### src/rtl/d_mem_icecream_v2_pkg.sv
// Shared constants for the icecream v2 data (tape) memory.
// Bus direction encodings used by the core's data port.
package d_mem_icecream_v2_pkg;

  localparam logic DIR_READ  = 1'b0;
  localparam logic DIR_WRITE = 1'b1;

  function automatic int ram_aw(input int depth);
    return (depth > 1) ? $clog2(depth) : 1;
  endfunction

endpackage

### src/rtl/d_mem_icecream_v2_if.sv
// Core data-port bus: req/ack transaction plus clear/init sideband.
// master = bfcpu core, slave = data memory.
interface d_mem_icecream_v2_if #(
  parameter int DATA_W = 8,
  parameter int ADDR_W = 8
) ();

  logic              d_req;
  logic              d_dir;
  logic [ADDR_W-1:0] d_addr;
  logic [DATA_W-1:0] d_wdata;
  logic              d_clear;
  logic              d_ack;
  logic [DATA_W-1:0] d_rdata;
  logic              d_err;
  logic              d_init_done;

  modport master (
    output d_req, d_dir, d_addr, d_wdata, d_clear,
    input  d_ack, d_rdata, d_err, d_init_done
  );

  modport slave (
    input  d_req, d_dir, d_addr, d_wdata, d_clear,
    output d_ack, d_rdata, d_err, d_init_done
  );

endinterface

### src/rtl/d_mem_sp_ram.sv
// Single-port RAM, sync write and registered sync read.
// No reset on array or read register so it maps onto block RAM.
module d_mem_sp_ram #(
  parameter int DATA_W = 8,
  parameter int DEPTH  = 64,
  parameter int AW     = 6
) (
  input  logic              clk,
  input  logic              we,
  input  logic              re,
  input  logic [AW-1:0]     addr,
  input  logic [DATA_W-1:0] wdata,
  output logic [DATA_W-1:0] rdata
);

  logic [DATA_W-1:0] mem [DEPTH];

  always_ff @(posedge clk) begin
    if (we) begin
      mem[addr] <= wdata;
    end
    if (re) begin
      rdata <= mem[addr];
    end
  end

endmodule

### src/rtl/d_mem_icecream_v2.sv
// Icecream v2 tape memory: req/ack FSM, range check, RAM wrapper.
// Optional zero-clear sweep enabled by defining D_MEM_CLEAR_EN.
module d_mem_icecream_v2
  import d_mem_icecream_v2_pkg::*;
#(
  parameter int DATA_W = 8,
  parameter int ADDR_W = 8,
  parameter int DEPTH  = 64
) (
  input  logic                 clk,
  input  logic                 rst_n,
  d_mem_icecream_v2_if.slave   bus
);

  localparam int AW = ram_aw(DEPTH);

  typedef enum logic [1:0] {
    ST_CLEAR = 2'd0,
    ST_IDLE  = 2'd1,
    ST_ACK   = 2'd2
  } state_t;

`ifdef D_MEM_CLEAR_EN
  localparam state_t RST_ST = ST_CLEAR;
`else
  localparam state_t RST_ST = ST_IDLE;
`endif

  if (DEPTH > (2 ** ADDR_W)) begin : g_depth_chk
    $error("DEPTH exceeds address space of d_addr");
  end

  state_t            state;
  logic              ack;
  logic              err;
  logic              rd_zero;
  logic              in_range;
  logic              take;
  logic              ram_we;
  logic              ram_re;
  logic [AW-1:0]     ram_addr;
  logic [DATA_W-1:0] ram_wdata;
  logic [DATA_W-1:0] ram_q;

  assign in_range = 32'(bus.d_addr) < DEPTH;
  assign take     = (state == ST_IDLE) && bus.d_req;

`ifdef D_MEM_CLEAR_EN
  logic [AW-1:0] ptr;
  logic          sweep;

  assign sweep = (state == ST_CLEAR);

  // Sweep owns the RAM port; the core is locked out meanwhile.
  always_comb begin
    ram_we    = 1'b0;
    ram_addr  = bus.d_addr[AW-1:0];
    ram_wdata = bus.d_wdata;
    if (sweep) begin
      ram_we    = 1'b1;
      ram_addr  = ptr;
      ram_wdata = '0;
    end else begin
      ram_we = take && in_range
             && (bus.d_dir == DIR_WRITE);
    end
  end
`else
  logic clear_unused;

  assign clear_unused = bus.d_clear;
  assign ram_addr     = bus.d_addr[AW-1:0];
  assign ram_wdata    = bus.d_wdata;
  assign ram_we       = take && in_range
                      && (bus.d_dir == DIR_WRITE);
`endif

  assign ram_re = take && in_range
                && (bus.d_dir == DIR_READ);

  always_ff @(posedge clk or negedge rst_n) begin
    if (!rst_n) begin
      state   <= RST_ST;
      ack     <= 1'b0;
      err     <= 1'b0;
      rd_zero <= 1'b1;
`ifdef D_MEM_CLEAR_EN
      ptr     <= '0;
`endif
    end else begin
      unique case (state)
        ST_IDLE: begin
          if (bus.d_req) begin
            state <= ST_ACK;
            ack   <= 1'b1;
            err   <= !in_range;
            if (bus.d_dir == DIR_READ) begin
              rd_zero <= !in_range;
            end
          end
`ifdef D_MEM_CLEAR_EN
          else if (bus.d_clear) begin
            state <= ST_CLEAR;
            ptr   <= '0;
          end
`endif
        end
        ST_ACK: begin
          state <= ST_IDLE;
          ack   <= 1'b0;
          err   <= 1'b0;
        end
`ifdef D_MEM_CLEAR_EN
        ST_CLEAR: begin
          if (ptr == AW'(DEPTH - 1)) begin
            state <= ST_IDLE;
            ptr   <= '0;
          end else begin
            ptr <= ptr + AW'(1);
          end
        end
`endif
        default: begin
          state <= ST_IDLE;
          ack   <= 1'b0;
          err   <= 1'b0;
        end
      endcase
    end
  end

  // Read register holds; rd_zero masks out-of-range and reset.
  assign bus.d_rdata     = rd_zero ? '0 : ram_q;
  assign bus.d_ack       = ack;
  assign bus.d_err       = err;
  assign bus.d_init_done = (state != ST_CLEAR);

  d_mem_sp_ram #(
    .DATA_W (DATA_W),
    .DEPTH  (DEPTH),
    .AW     (AW)
  ) u_ram (
    .clk   (clk),
    .we    (ram_we),
    .re    (ram_re),
    .addr  (ram_addr),
    .wdata (ram_wdata),
    .rdata (ram_q)
  );

endmodule

### src/flat_wrapper.sv
// flat-port wrapper written by rule: the top's interface ports become plain ports
module d_mem_icecream_v2_flat import d_mem_icecream_v2_pkg::*;
#(
  parameter int DATA_W = 8,
  parameter int ADDR_W = 8,
  parameter int DEPTH  = 64
)
  (clk, rst_n, bus_d_req, bus_d_dir, bus_d_addr, bus_d_wdata, bus_d_clear, bus_d_ack, bus_d_rdata, bus_d_err, bus_d_init_done);
  d_mem_icecream_v2_if #(.DATA_W(DATA_W), .ADDR_W(ADDR_W)) bus_i ();
  input  logic clk;
  input  logic rst_n;
  input wire logic [$bits(bus_i.d_req)-1:0] bus_d_req;
  input wire logic [$bits(bus_i.d_dir)-1:0] bus_d_dir;
  input wire logic [$bits(bus_i.d_addr)-1:0] bus_d_addr;
  input wire logic [$bits(bus_i.d_wdata)-1:0] bus_d_wdata;
  input wire logic [$bits(bus_i.d_clear)-1:0] bus_d_clear;
  output wire logic [$bits(bus_i.d_ack)-1:0] bus_d_ack;
  output wire logic [$bits(bus_i.d_rdata)-1:0] bus_d_rdata;
  output wire logic [$bits(bus_i.d_err)-1:0] bus_d_err;
  output wire logic [$bits(bus_i.d_init_done)-1:0] bus_d_init_done;
  assign bus_i.d_req = bus_d_req;
  assign bus_i.d_dir = bus_d_dir;
  assign bus_i.d_addr = bus_d_addr;
  assign bus_i.d_wdata = bus_d_wdata;
  assign bus_i.d_clear = bus_d_clear;
  assign bus_d_ack = bus_i.d_ack;
  assign bus_d_rdata = bus_i.d_rdata;
  assign bus_d_err = bus_i.d_err;
  assign bus_d_init_done = bus_i.d_init_done;
  d_mem_icecream_v2 #(.DATA_W(DATA_W), .ADDR_W(ADDR_W), .DEPTH(DEPTH)) u_core (.clk(clk), .rst_n(rst_n), .bus(bus_i));
endmodule
### config.mk
export PLATFORM = sky130hd
export DESIGN_NAME = d_mem_icecream_v2_flat
export DESIGN_NICKNAME = d
export VERILOG_FILES = /design/src/rtl/d_mem_icecream_v2_pkg.sv /design/src/rtl/d_mem_icecream_v2_if.sv /design/src/rtl/d_mem_sp_ram.sv /design/src/rtl/d_mem_icecream_v2.sv /design/src/flat_wrapper.sv
export SDC_FILE = /design/constraint.sdc
export NUM_CORES = 1
export LEC_CHECK = 0
export CORE_MARGIN = 2
export CORE_UTILIZATION = 55
export CTS_CLUSTER_DIAMETER = 50
export CTS_CLUSTER_SIZE = 14
export DETAILED_ROUTE_END_ITERATION = 8
export PLACE_DENSITY = 0.73
export SYNTH_ARGS = -nofsm -noshare
export SYNTH_HDL_FRONTEND = slang
export SYNTH_HIERARCHICAL = 1
export SYNTH_SLANG_ARGS = --single-unit
### constraint.sdc
create_clock -name clk -period 2 [get_ports clk]
set_input_delay 0.3 -clock clk [delete_from_list [all_inputs] [get_ports clk]]
set_output_delay 0.3 -clock clk [all_outputs]
set_load 0.05 [all_outputs]
**Word-level counts from Yosys, hierarchy flattened**

Memories as Yosys holds them, arrays and structs flattened. A register that Yosys moved wholly into a read port is not among the register bits.
Index checks and enable logic that the tools add are counted.

- Register bits after elaboration: 5
- Latch bits: 0
- Bits in writable memories: 512
- Memory bits (read-only): 0
- Bits of input ports: 21
- Output and inout port bits: 11
- Word-level logic and storage cells: 25
- Memories kept: 1

- $add $sub $neg: 0
- $mul: 0
- Div/mod/pow operators: 0
- Order comparisons: 1
- Eq/ne operators: 2
- Shift-type cells: 0
- Multiplexer cells: 9
- Bitwise logic cells: 1
- Reduce and logical (&&, ||, !) cells: 7

Memories:

| name | depth | width | read ports | clocked after memory_dff | wr ports | RTL line | text |
|---|---|---|---|---|---|---|---|
| u_core.u_ram.mem | 64 | 8 | 1 | 1 | 1 | d_mem_sp_ram.sv:16 | `logic [DATA_W-1:0] mem [DEPTH];` |

Operator list:

| cell | count |
|---|---|
| less-than comparator 8 x 7 -> 1 bit, second input constant | 1 |
| two-way mux 8 bit | 1 |
| two-way mux 1 bit | 6 |
| logical AND 1 bit | 4 |
| two-way mux 2 bit | 2 |
| AND reduction 3 bit | 1 |
| equality test 2 x 1 -> 1 bit, second input constant | 1 |
| inequality test 2 bit, second input constant | 1 |
| nonzero test 2 bit | 1 |
| zero test 1 bit | 1 |
| inverter 1 bit | 1 |

**Logic depth before layout (Yosys ltp)**

- Depth after elaboration: 6
- Gate-level depth with buffers: 10
- Mapped depth without buffers: 6

**By module**

The synthesis kept the hierarchy.

By module, submodules not included:

| module | times used | cells each | area each (um^2) | seq. area each (um^2) |
|---|---|---|---|---|
| d_mem_sp_ram | 1 | 1,171 | 20,529.7 | 15,615.0 |
| d_mem_icecream_v2 | 1 | 24 | 235.2 | 102.6 |

**Worst setup path after synthesis**

OpenSTA, ideal clock, no wires.

- Path type: input port to flip-flop
- From: in bus_d_addr[1]
- To: mem u_core.u_ram.mem[13][0] (enable)
- Library setup time: 370 ps
- Data arrival time: 2,028 ps
- Data required time: 1,630 ps
- Slack: -399 ps
- Stages on the path: 7
- Path buffers: 4
- Cells stage by stage: buf_6 buf_6 nor2b_1 clkbuf_1 clkbuf_1 nand3_1 nor2_1

- Cells in the longest elaborated chain, start to end: 5

RTL lines:

| what | RTL line | text |
|---|---|---|
| start, declared | flat_wrapper.sv:14 | `input wire logic [$bits(bus_i.d_addr)-1:0] bus_d_addr;` |
| less-than comparator 8 x 7 -> 1 bit | d_mem_icecream_v2.sv:45 | `assign in_range = 32'(bus.d_addr) < DEPTH;` |
| logical AND 1 bit | d_mem_icecream_v2.sv:74 | `assign ram_we = take && in_range` |
| logical AND 1 bit | d_mem_icecream_v2.sv:75 | `&& (bus.d_dir == DIR_WRITE);` |
| two-way mux 1 bit | d_mem_sp_ram.sv:19 | `if (we) begin` |
| two-way mux 1 bit (not written as such) | d_mem_sp_ram.sv:20 | `mem[addr] <= wdata;` |
| end, declared | d_mem_sp_ram.sv:16 |  |

Several ways; a longest one is shown, not always the timed one.

==> metrics.txt <==
result of the run=finished with violations; failing checks=negative setup slack; share of flip-flops with an asynchronous set or reset=0.00763; H-Tree Level Count=2; Setup crit end kind=flip-flop; starting utilization of the core area=0.555; Iteration-0 DRC Markers=~1600; horizontal die dimension=~200 µm; worst path cell trace=mux2_4 -> mux4_2 -> o21ai_4 -> o2111ai_2 -> or4b_1; worst hold-check slack=between 200 and 250 ps; delay of the slowest critical-path stage=around 500 ps; clock transition at the register clock pins on the worst setup and hold paths after CTS=about 60 ps; global placement routability congestion=~0.96; Cell Area, Placed=between 20000 and 25000 µm²; cell types occupying the most area after synthesis=edfxtp_1 (75%), mux4_2 (4.4%), mux2i_1 (3.1%); measured slew at the worst slew-check pin=895 ps; synthesis-stage register bit count=524; start point of the critical path=u_core/u_ram/mem[2][7]$_DFFE_PP_; top-count cell post-synth=edfxtp_1; FP Rows=71; top cell types by occurrence after synthesis=edfxtp_1 (520), nor2_1 (84), mux2i_1 (64), nand2_1 (45), mux4_2 (41); count of clock tree sinks=524; max_cap viols=0; maximum resistive drop on vdd=roughly 660 µV; biggest area consumer among synthesized cells=edfxtp_1; total negative setup slack=-16870 ps; largest net degree at the start of global routing=between 60 and 70; Max Fanout on Critical Path=1; area of the mapped netlist=between 20000 and 25000 µm²; largest delay contributor family on the critical path=multiplexers; Final Max Tran Viols=0; crit path launch type=flip-flop; number of hold violations in the final report=0; post-layout total power=between 20 and 25 mW; part of the cycle the worst path needs=1.12; fraction of final layout cells sized beyond drive strength 1=0.338; number of detailed-route iterations in the first pass=6; Post-Layout Inst Area=about 26000 µm²; TritonCTS clock tree=yes; Non-Filler Instances=around 2000; number of remaining DRC errors=0; number of setup violations in the final report=about 370; I/O pins=32; Critical R2R Launch=u_core/u_ram/mem[2][7]$_DFFE_PP_; RSZ-0062 raised after global routing=true; worst hold-check path type=primary input to flip-flop; aggregate global-route resource usage=0.286; wire length of the first global-routing pass=between 80000 and 90000 µm; count of placed standard cells including taps=between 1500 and 2000; buffering stage count on the worst path with inverters included=0; count of flip-flops with a built-in enable after synthesis=520; number of gates on the worst path with buffers counted=5; gr ovfl total=0; Critical Path Slowest Stage Cell=mux4_2; IO buf count=30; Root Driver=clkbuf_16; worst setup path endpoint=u_core/u_ram/rdata[7]$_DFFE_PP_; number of antenna violations at the first check in global routing=0; detail-routed net length per standard cell=approximately 28 µm; arrival time of data at the critical path endpoint=~2600 ps; number of warnings issued by yosys=6; vias in the first global route=~12000; Static Leakage=between 8 and 9 nW; Worst R2R Path Depth=5; clock latency on the worst-skew pair=roughly 570 ps; final core area utilization=0.702; Fmax achieved=0.445 GHz; final setup margin=-245 ps; Num CTS Buffers=46; Synth top area share=0.752; via density per instance=~6.3; Most used DFF post-synth=edfxtp_1; Final #Nets=between 1000 and 1500; crit path time final=between 2000 and 2500 ps; remaining max-slew budget at the tightest pin=0.402; share of the yosys chip area belonging to registers=0.757; antenna diode instance count=0; CTS max path bufs=3; Clock Skew=slightly below 7 ps; number of instances in the synthesized netlist=between 1000 and 1500; final HPWL from detailed placement=35900 µm; Setup CP Type=flip-flop to flip-flop; number of library cell types mapped by synthesis=59; height of the die=a little under 200 µm; Filler Cell Count=between 2000 and 2500; area growth from synthesis to layout=26.4%; capturing point of the worst reg2reg path=u_core/u_ram/rdata[7]$_DFFE_PP_; Final ANT Viol Nets=0; post-synth net total=1216; Pwr Density=847 nW/µm²; DIE AREA=~39000 µm²; Total Routed Length=~55000 µm; required time of the worst setup path=around 2300 ps; Post-Place Setup Slack=-756 ps; Floorplan Core Area=37400 µm²; Via Count=12600; Post-Syn Area per Cell=17.4 µm²; startpoint of the tightest hold check path=bus_d_wdata[2]; Register-to-Register Setup Slack=-240 ps
placed cells by master, fill, tap and decap left out, types with 8 or more instances in the layout:
master | Yosys | layout
nand2_1 | 45 | 40
a21oi_1 | 28 | 28
o22a_1 | 11 | 10
and3_1 | 10 | 9
mux2i_1 | 64 | 63
nor2_1 | 84 | 19
a221o_1 | 11 | 11
buf_4 | 4 | 163
mux4_2 | 41 | 41
a22o_1 | 10 | 10
nand3b_1 | 13 | 13
a31oi_1 | 15 | 15
o21ai_0 | 9 | 9
edfxtp_1 | 520 | 520
and2_1 | 10 | 9
o22ai_1 | 22 | 22
nor2_4 | 0 | 63
o221ai_1 | 9 | 9
nor2b_1 | 16 | 13
clkdlybuf4s50_1 | 0 | 8
clkbuf_1 | 36 | 9
a22oi_1 | 40 | 39
buf_6 | 5 | 44
nand2b_1 | 24 | 24
a221oi_1 | 21 | 19
buf_12 | 0 | 59
clkbuf_16 | 0 | 49
buf_2 | 30 | 9
timing repair:
action	4_1_cts	5_1_grt
gates resized for setup	53	86
hold buffers	1	0
hold endpoints to repair	2	0
endpoints found under the setup margin	434	513
setup buffers	21	8
pin swaps	16	15
area by class of cell:
class / count / area, µm² / share of cell area
sequential: 524 / 15700 / 0.599
multi-input combinational: 584 / 5350 / 0.204
timing repair buffer: 293 / 3140 / 0.119
clock buffer: 61 / 1300 / 0.0496
tap: 511 / 639 / 0.0244
clock inverter: 10 / 83.8 / 0.00319
inverter: 6 / 22.5 / 0.000858
registers in the layout (all words and copies together), names as in the netlist:
signal,cells
u_core/rd_zero,1
u_core/u_ram/mem,512
u_core/u_ram/rdata,8
u_core/state,2
u_core/bus.d_err,1
layer usage:
metal  track usage  vias to the layer above  routed length (µm)
met2         0.455                      815               26200
met5             0                        -                   0
met4         0.116                        0                2270
li1              -                     5364                   -
met1         0.392                     6282               20500
met3        0.0535                      144                5860
logic make-up after synthesis:
| logic type | share of synthesized area |
|---|---|
| AO/OA/AOI/OAI | 0.0803 |
| flip-flops | 0.757 |
| buffers and inverters | 0.0201 |
| multiplexers | 0.0818 |
| AND/OR/NAND/NOR | 0.0609 |
worst min-delay path by stage:
stage / to / cells past startpoint / slack, ps
2_1_floorplan: u_core/bus.d_err$_DFFE_PN0P_ / 0 / 4
6_report: u_core/u_ram/mem[0][2]$_DFFE_PP_ / 1 / 200
5_1_grt: u_core/u_ram/mem[40][5]$_DFFE_PP_ / 2 / 200
4_1_cts: u_core/u_ram/mem[51][2]$_DFFE_PP_ / 1 / 190
3_5_place_dp: u_core/bus.d_err$_DFFE_PN0P_ / 2 / 510
3_3_place_gp: u_core/bus.d_err$_DFFE_PN0P_ / 2 / 490
power by group:
group	leakage (nW)	internal, mW	switching (mW)
clock	0.670	4.66	3.74
combinational	3.32	0.702	1.02
sequential	4.72	12.1	0.0152
No activity file was read; power rests on OpenSTA's default activity.
